==> config.mk <==
export PLATFORM = sky130hd
export DESIGN_NAME = spi_slave
export DESIGN_NICKNAME = d
export VERILOG_FILES = /design/src/rtl/spi_slave.sv
export SDC_FILE = /design/constraint.sdc
export NUM_CORES = 1
export LEC_CHECK = 0
export ABC_AREA = 0
export BUFFER_PORTS_ARGS = -buffer_cell sky130_fd_sc_hd__buf_2
export CORE_ASPECT_RATIO = 1.2
export CORE_MARGIN = 5
export CORE_UTILIZATION = 46
export DETAILED_ROUTE_END_ITERATION = 12
export HOLD_SLACK_MARGIN = 0.12
export PLACE_DENSITY_LB_ADDON = 0.1
export SLEW_MARGIN = 20
export SYNTH_ARGS = -nofsm -noshare
export SYNTH_HDL_FRONTEND = slang
export SYNTH_SLANG_ARGS = --single-unit
==> constraint.sdc <==
create_clock -name clk -period 1.9 [get_ports clk]
set_input_delay 0.19 -clock clk [delete_from_list [all_inputs] [get_ports clk]]
set_output_delay 0.19 -clock clk [all_outputs]
set_load 0.02 [all_outputs]
==> src/rtl/spi_slave.sv <==
// spi_slave -- SPI mode-0 (CPOL=0, CPHA=0), MSB-first responder.
//
// SCLK, SS_N and MOSI are oversampled in the clk domain. Each one passes
// through SYNC_STAGES flops. Edges are found by comparing the last stage
// with one further registered copy.
//
// Ports:
//   clk, sreset      system clock; synchronous active-high reset
//   SCLK, SS_N, MOSI asynchronous SPI inputs from the master
//   MISO             slave-out data (0 outside ACTIVE)
//   tx_data/tx_load  word for the next frame; captured only while tx_ready=1
//   tx_ready         high in IDLE
//   rx_data          last received word, right-aligned
//   rx_nbits         SCLK rising edges in the last frame, saturating at SPI_MAXLEN
//   rx_valid         one-cycle pulse, aligned with updated rx_data/rx_nbits
//
// Optional feature (macro SPI_SLAVE_OVERRUN_EN):
//   rx_ack           acknowledges the last delivered word
//   rx_overrun       sticky flag; set when a word is delivered while the
//                    previous one is still unacknowledged
module spi_slave #(
  parameter int SPI_MAXLEN  = 16,
  parameter int SYNC_STAGES = 2
) (
  input  logic                          clk,
  input  logic                          sreset,
  input  logic                          SCLK,
  input  logic                          SS_N,
  input  logic                          MOSI,
  output logic                          MISO,
  input  logic [SPI_MAXLEN-1:0]         tx_data,
  input  logic                          tx_load,
  output logic                          tx_ready,
  output logic [SPI_MAXLEN-1:0]         rx_data,
  output logic [$clog2(SPI_MAXLEN):0]   rx_nbits,
`ifdef SPI_SLAVE_OVERRUN_EN
  input  logic                          rx_ack,
  output logic                          rx_overrun,
`endif
  output logic                          rx_valid
);

  localparam int CW = $clog2(SPI_MAXLEN) + 1;
  localparam int FW = $clog2(SYNC_STAGES + 1);

  typedef enum logic [1:0] {WAIT_IDLE, IDLE, ACTIVE, DONE} state_t;

  state_t state_q, state_d;

  logic [SYNC_STAGES-1:0] sclk_sync, ss_sync, mosi_sync;
  logic                   sclk_d, ss_d;
  logic                   sclk_s, ss_s, mosi_s;
  logic                   sclk_rise, sclk_fall, ss_rise, ss_fall;

  logic [SPI_MAXLEN-1:0]  tx_buf, tx_shift, rx_shift;
  logic [CW-1:0]          cnt;
  logic [FW-1:0]          flush;

  // Synchronizers and edge-detect copies.
  always_ff @(posedge clk) begin
    if (sreset) begin
      sclk_sync <= '0;
      ss_sync   <= '1;
      mosi_sync <= '0;
      sclk_d    <= 1'b0;
      ss_d      <= 1'b1;
    end else begin
      sclk_sync <= {sclk_sync[SYNC_STAGES-2:0], SCLK};
      ss_sync   <= {ss_sync[SYNC_STAGES-2:0], SS_N};
      mosi_sync <= {mosi_sync[SYNC_STAGES-2:0], MOSI};
      sclk_d    <= sclk_s;
      ss_d      <= ss_s;
    end
  end

  assign sclk_s    = sclk_sync[SYNC_STAGES-1];
  assign ss_s      = ss_sync[SYNC_STAGES-1];
  assign mosi_s    = mosi_sync[SYNC_STAGES-1];
  assign sclk_rise =  sclk_s & ~sclk_d;
  assign sclk_fall = ~sclk_s &  sclk_d;
  assign ss_rise   =  ss_s   & ~ss_d;
  assign ss_fall   = ~ss_s   &  ss_d;

  // The SS_N synchronizer resets to 1. It still holds that reset value until
  // SYNC_STAGES real samples have replaced it. WAIT_IDLE waits for that flush,
  // so a reset in the middle of a frame does not look like an idle bus.
  always_ff @(posedge clk) begin
    if (sreset)
      flush <= '0;
    else if (state_q == WAIT_IDLE && flush != FW'(SYNC_STAGES))
      flush <= flush + 1'b1;
  end

  always_ff @(posedge clk) begin
    if (sreset) state_q <= WAIT_IDLE;
    else        state_q <= state_d;
  end

  always_comb begin
    state_d = state_q;
    case (state_q)
      WAIT_IDLE: if (flush == FW'(SYNC_STAGES) && ss_s) state_d = IDLE;
      IDLE:      if (ss_fall) state_d = ACTIVE;
      ACTIVE:    if (ss_rise) state_d = DONE;
      DONE:      state_d = IDLE;
      default:   state_d = WAIT_IDLE;
    endcase
  end

  assign tx_ready = (state_q == IDLE);
  assign MISO     = (state_q == ACTIVE) & tx_shift[SPI_MAXLEN-1];

  always_ff @(posedge clk) begin
    if (sreset) begin
      tx_buf   <= '0;
      tx_shift <= '0;
      rx_shift <= '0;
      cnt      <= '0;
      rx_data  <= '0;
      rx_nbits <= '0;
      rx_valid <= 1'b0;
    end else begin
      rx_valid <= 1'b0;
      case (state_q)
        IDLE: begin
          if (tx_load) tx_buf <= tx_data;
          if (ss_fall) begin
            // A load in the same cycle as frame start goes straight into the frame.
            tx_shift <= tx_load ? tx_data : tx_buf;
            rx_shift <= '0;
            cnt      <= '0;
          end
        end
        ACTIVE: begin
          // A SCLK edge seen together with the SS_N rise is still taken.
          if (sclk_rise) begin
            rx_shift <= {rx_shift[SPI_MAXLEN-2:0], mosi_s};
            if (cnt != CW'(SPI_MAXLEN)) cnt <= cnt + 1'b1;
          end
          if (sclk_fall) tx_shift <= tx_shift << 1;
        end
        DONE: begin
          if (cnt != '0) begin
            rx_data  <= rx_shift;
            rx_nbits <= cnt;
            rx_valid <= 1'b1;
          end
        end
        default: ;
      endcase
    end
  end

`ifdef SPI_SLAVE_OVERRUN_EN
  logic pend;

  // pend marks a delivered word that has not been acknowledged yet.
  // An ack in the rx_valid cycle or later clears it.
  always_ff @(posedge clk) begin
    if (sreset) begin
      pend       <= 1'b0;
      rx_overrun <= 1'b0;
    end else if (state_q == DONE && cnt != '0) begin
      if (pend) rx_overrun <= 1'b1;
      pend <= 1'b1;
    end else if (rx_ack) begin
      pend <= 1'b0;
    end
  end
`endif

endmodule
======== Yosys cells after proc, flatten, opt, wreduce, memory -nomap -nowiden ========
Index checks and enable logic that the tools add are counted.
word-level totals
  bits in writable memories ............... 0
  bits of input ports ..................... 22
  bits in read-only memories .............. 0
  flip-flop bits (word level) ............. 87
  memories ................................ 0
  output and inout port bits .............. 24
  latch bits .............................. 0
operators by class
  reductions and logical operators ........ 11
  $mul .................................... 0
  bitwise logic cells ..................... 10
  add/subtract/negate cells ............... 2
  shift operators ......................... 0
  div/mod/pow operators ................... 0
  $lt $le $gt $ge ......................... 0
  multiplexer cells ....................... 16
  eq/ne operators ......................... 12
operators with widths
  kind                   number
  $mux W16               5
  $pmux W16 S2           2
  $mux W5                3
  $pmux W5 S2            1
  $reduce_and A3 Y1      3
  $ne A2 B2 Y1 const B   4
  $pmux W2 S4            1
  $eq A2 B2 Y1 const B   3
  $mux W2                3
  $ne A2 B1 Y1 const B   3
  $add A5 B1 Y5 const B  1
  $and A1 B1 Y1          5
  $ne A5 B5 Y1 const B   1
  $not A1 Y1             5
  $reduce_bool A5 Y1     1
  $reduce_and A4 Y1      1
  $add A2 B1 Y2 const B  1
  $eq A2 B1 Y1 const B   1
  $logic_and A1 B1 Y1    2
  $logic_not A2 Y1       1
  $reduce_and A2 Y1      1
  $reduce_bool A2 Y1     1
  $reduce_or A2 Y1       1
  $mux W1                1

======== Depth between registers and ports, before layout ========
  depth after elaboration ................. 4
  gate-level depth with buffers ........... 9
  depth with buffers taken out ............ 6

======== Least setup slack after synthesis ========
No wires, ideal clock.
  path type ............................... reg2reg
  start point ............................. register state_q[1]
  end point ............................... register tx_shift[10]
  path buffers ............................ 2
  required time ........................... 1.772 ns
  arrival time ............................ 1.645 ns
  setup slack ............................. 0.127 ns
  cell stages (with the launch flop) ...... 8
  period minus slack after synthesis ...... 1.773 ns
  cells stage by stage .................... dfxtp_1 > inv_1 > ha_1 > buf_2 > a22oi_4 > buf_6 > mux2i_1 > nor2_1
between the ends
  word-level cells in the longest chain between the ends .. 3
  elaborated cells between the ends (all ways) .. 7
RTL lines
  what                                                          RTL line  source
  from (decl)                                                   48        state_t state_q, state_d;
  from (signal assigned)                                        96        else state_q <= state_d;
  $eq A2 B1 Y1 *                                                n/a
  named net tx_ready                                            33        output logic tx_ready,
  $ne A2 B1 Y1 (no line) or $reduce_bool A2 Y1 (tied branches)  n/a
  $reduce_and A3 Y1 (no line)                                   n/a
  to (signal assigned)                                          129       tx_shift <= tx_load ? tx_data : tx_buf;
  to (signal assigned)                                          140       if (sclk_fall) tx_shift <= tx_shift << 1;
  to (decl)                                                     55        logic [SPI_MAXLEN-1:0] tx_buf, tx_shift, rx_shift;
The timed path passes the listed nets; every way through them passes the cells marked *.
A chain may end at the register's enable or synchronous reset.

======== Worst setup path in the final report ========
  start point ............................. register state_q[1]
  end point ............................... register cnt[3]
between the ends
  word-level cells in the longest chain between the ends .. 3
  elaborated cells between the ends (all ways) .. 8
RTL lines
  what                                            RTL line  source
  $eq A2 B2 Y1 or $eq A2 B1 Y1 (tied branches)    124       case (state_q)
  $ne A2 B1 Y1 (no line) (tied with other cells)  n/a
  $reduce_and A4 Y1 (no line)                     n/a
  to (signal assigned)                            138       if (cnt != CW'(SPI_MAXLEN)) cnt <= cnt + 1'b1;
  to (decl)                                       56        logic [CW-1:0] cnt;
Parallel ways exist; a longest one is shown, timed or not.

==> impl_metrics.env <==
export IMPL_clock_latency_ns=0.34
export IMPL_rows=35
export IMPL_worst_setup_path_start_kind="flop"
export IMPL_ys_seq_area_frac=0.471
export IMPL_total_power_mw=5.44
export IMPL_finalCritPeriodShare=0.924
export IMPL_routed_wirelength_um=7210
export IMPL_startpoint="state_q[1]$_SDFFE_PP0P_"
export IMPL_worstHoldEndpoint="tx_buf[7]$_SDFFE_PP0N_"
export IMPL_hold_class="in2reg"
export IMPL_setup_violations_final=0
export IMPL_maxCapViolations=0
export IMPL_ir_drop_mv=0.697
export IMPL_grt_overflow=0
export IMPL_start_util=0.477
export IMPL_ys_flop_type="dfxtp_1"
export IMPL_clock_fmax_mhz=570
export IMPL_n_antenna_cell=0
export IMPL_core_area_um2=7750
export IMPL_hold_viol=0
export IMPL_outcome="complete, no violations"
export IMPL_die_h_um=108
export IMPL_ys_seq_elements=87
export IMPL_yosysWarningCount=0
export IMPL_io_buffer_count=45
export IMPL_fin_crit_ns=1.76
export IMPL_syn_to_final_growth_pct=14.5
export IMPL_dr_pass1_iters=4
export IMPL_final_setup_skew_ns=0.00911
export IMPL_clockBufferDepth=2
export IMPL_track_usage=0.154
export IMPL_drc=0
export IMPL_dp_hpwl_um=4920
export IMPL_worstMarginPinSlew_ns=0.742
export IMPL_fin_nets=484
export IMPL_rr_worst_depth=6
export IMPL_path_class="reg2reg"
export IMPL_synth_cell_types=42
export IMPL_synth_edf_count=0
export IMPL_leakagePower_nw=1.60
export IMPL_avgRoutedWirePerCell_um=13.1
export IMPL_clockRootBuffer="clkbuf_8"
export IMPL_drive_gt1_frac=0.200
export IMPL_via_count=2943
export IMPL_die_w_um=91.9
export IMPL_required_ns=2.15
export IMPL_synth_fp_nets=444
export IMPL_fill_cells=752
export IMPL_rsz0062_at_grt="no"
export IMPL_powerDensity_nw_per_um2=1290
export IMPL_routabilityCongestion=0.743
export IMPL_syn_avg_cell_area_um2=8.92
export IMPL_dieArea_um2=9940
export IMPL_stdcell_area_um2=4240
export IMPL_cp_end_kind="flop"
export IMPL_clk_pin_slew_ns=0.08
export IMPL_netlist_instances=415
export IMPL_grt_max_degree=39
export IMPL_htreeDepth=3
export IMPL_cts_tree="built"
export IMPL_pin_count=46
export IMPL_dpl_cell_area_um2=3980
export IMPL_routed_via_density=5.33
export IMPL_hold_depth=3
export IMPL_first_iter_violations=93
export IMPL_tns_ns=0
export IMPL_grt_pass1_wl_um=12600
export IMPL_regToRegEndpoint="cnt[3]$_SDFFE_PP0P_"
export IMPL_numClockSinks=87
export IMPL_worstReg2RegStart="state_q[1]$_SDFFE_PP0P_"
export IMPL_arrival_ns=2.00
export IMPL_grt_pass1_vias=2845
export IMPL_cts_made_buffers=9
export IMPL_postSynth_asyncResetShare=0
export IMPL_relSlewSlack=0.506
export IMPL_critPathMaxFanout=8
export IMPL_hold_start="tx_data[7]"
export IMPL_slew_violations=0
export IMPL_synthesis_area_um2=3700
export IMPL_ant_nets=0
export IMPL_reg2reg_setup_slack_ns=0.14
export IMPL_antenna_found_initial=0
-- routing by layer --
metal  GRT usage  vias to the layer above  wire, um  part of all wire
li1            -                     1530         -                 -
met1       0.179                     1365      3340              0.46
met2       0.273                       41      3600              0.50
met3      0.0306                        7       195             0.027
met4      0.0669                        0        82             0.011
met5           0                        -         0                 0
-- state kept, by name (all words and copies together), names as in the netlist --
signal,count
rx_nbits,5
rx_valid,1
tx_shift,16
sclk_sync,2
state_q,2
sclk_d,1
tx_buf,16
rx_shift,16
ss_sync,2
ss_d,1
flush,2
mosi_sync,2
cnt,5
rx_data,16
-- cells in the mapped netlist, types with 2 or more instances --
library cell / count / area [um^2]
clkbuf_1: 18 / 67.6
dfxtp_1: 87 / 1740
inv_1: 7 / 26.3
a22oi_1: 3 / 22.5
ha_1: 7 / 87.6
buf_1: 3 / 11.3
buf_4: 3 / 22.5
or2_2: 3 / 18.8
nand3_1: 3 / 15.0
o21ai_0: 32 / 160
nand2b_1: 6 / 37.5
a21oi_2: 3 / 26.3
a211oi_1: 18 / 135
nor2b_1: 7 / 43.8
a311oi_1: 3 / 26.3
nand4_1: 16 / 100
mux2i_1: 32 / 320
a41oi_1: 2 / 17.5
buf_6: 5 / 56.3
o21a_1: 2 / 15.0
a21oi_1: 35 / 175
nand2_1: 57 / 214
buf_2: 4 / 20.0
nor2_1: 41 / 154
-- cells by family (layout without fill, tap and decap cells) --
family	after synthesis	after routing	share of synthesized area
and+or+nand+nor	140	140	0.173
AOI/OAI and AO/OA	107	107	0.185
DFF	87	87	0.471
buffers and inverters	41	86	0.0592
muxes	32	32	0.0866
adders and majority gates	7	7	0.0237
xor gates and xnor gates	1	1	0.00237
-- critical path, cell delays in order (launching register included) --
cell and delay [ns]:
dfxtp_1 0.40, inv_1 0.10, ha_1 0.30, inv_1 0.08, a221oi_4 0.35, a41oi_1 0.17, a311oi_1 0.26
-- cell type report --
type	count	area [um^2]	share of cell area
inverter	7	26.3	0.00620
tap	92	115	0.0272
sequential	87	1740	0.412
clock inverter	5	56.3	0.0133
clock buffer	11	141	0.0334
multi-input combinational	287	1760	0.416
timing repair buffer	63	393	0.0928
-- power breakdown --
| group | switching [mW] | internal (mW) | leakage (nW) |
|---|---|---|---|
| Sequential | 0.151 | 2.11 | 0.708 |
| Clock | 0.625 | 0.645 | 0.0997 |
| Combinational | 1.13 | 0.782 | 0.790 |
| Total | 1.91 | 3.53 | 1.60 |
-- cells in the final DEF (no fill, tap or decap), types with 2 or more instances in the layout --
cell type	instances
dlygate4sd3_1	3
ha_1	5
buf_12	2
a21oi_1	35
a41oi_1	2
nand2b_1	6
nand4_1	16
nor2b_1	7
nand2_1	57
a21oi_2	3
clkinv_2	2
buf_2	45
nor2_1	41
clkbuf_8	10
buf_4	13
inv_1	7
o21a_1	2
dfxtp_1	86
a22oi_1	3
a311oi_1	3
o21ai_0	32
mux2i_1	32
a211oi_1	17
nand3_1	3
or2_2	3
-- worst max-delay path by stage --
stage	endpoint	slack, ns	depth (start not counted)
after CTS	MISO	0.04	5
after global routing	rx_data[11]$_SDFFE_PP0P_	0.02	6
after global placement	cnt[2]$_SDFFE_PP0P_	0.16	5
after floorplan	tx_shift[10]$_SDFFE_PP0P_	0.13	7
after detailed placement	cnt[3]$_SDFFE_PP0P_	0.13	5
final	cnt[3]$_SDFFE_PP0P_	0.14	6
-- timing repair --
item | CTS | global route
hold buffers | 3 | 0
endpoints found under the hold margin | 3 | 0
gates resized for setup | 0 | 5
buffers inserted | 0 | 1
endpoints found under the setup margin | 0 | 19
-- metrics by stage --
step / utilization / worst slack, ns / hold WS, ns / cells
after floorplan: - / 0.127 / 0.294 / 415
after global placement: 0.513 / 0.162 / 0.376 / 532
after detailed placement: 0.513 / 0.127 / 0.374 / 532
after CTS: 0.543 / 0.0425 / 0.225 / 551
after global routing: 0.546 / 0.0246 / 0.236 / 552
final: 0.546 / 0.145 / 0.239 / 552
Power figures use the tool's default switching activity.
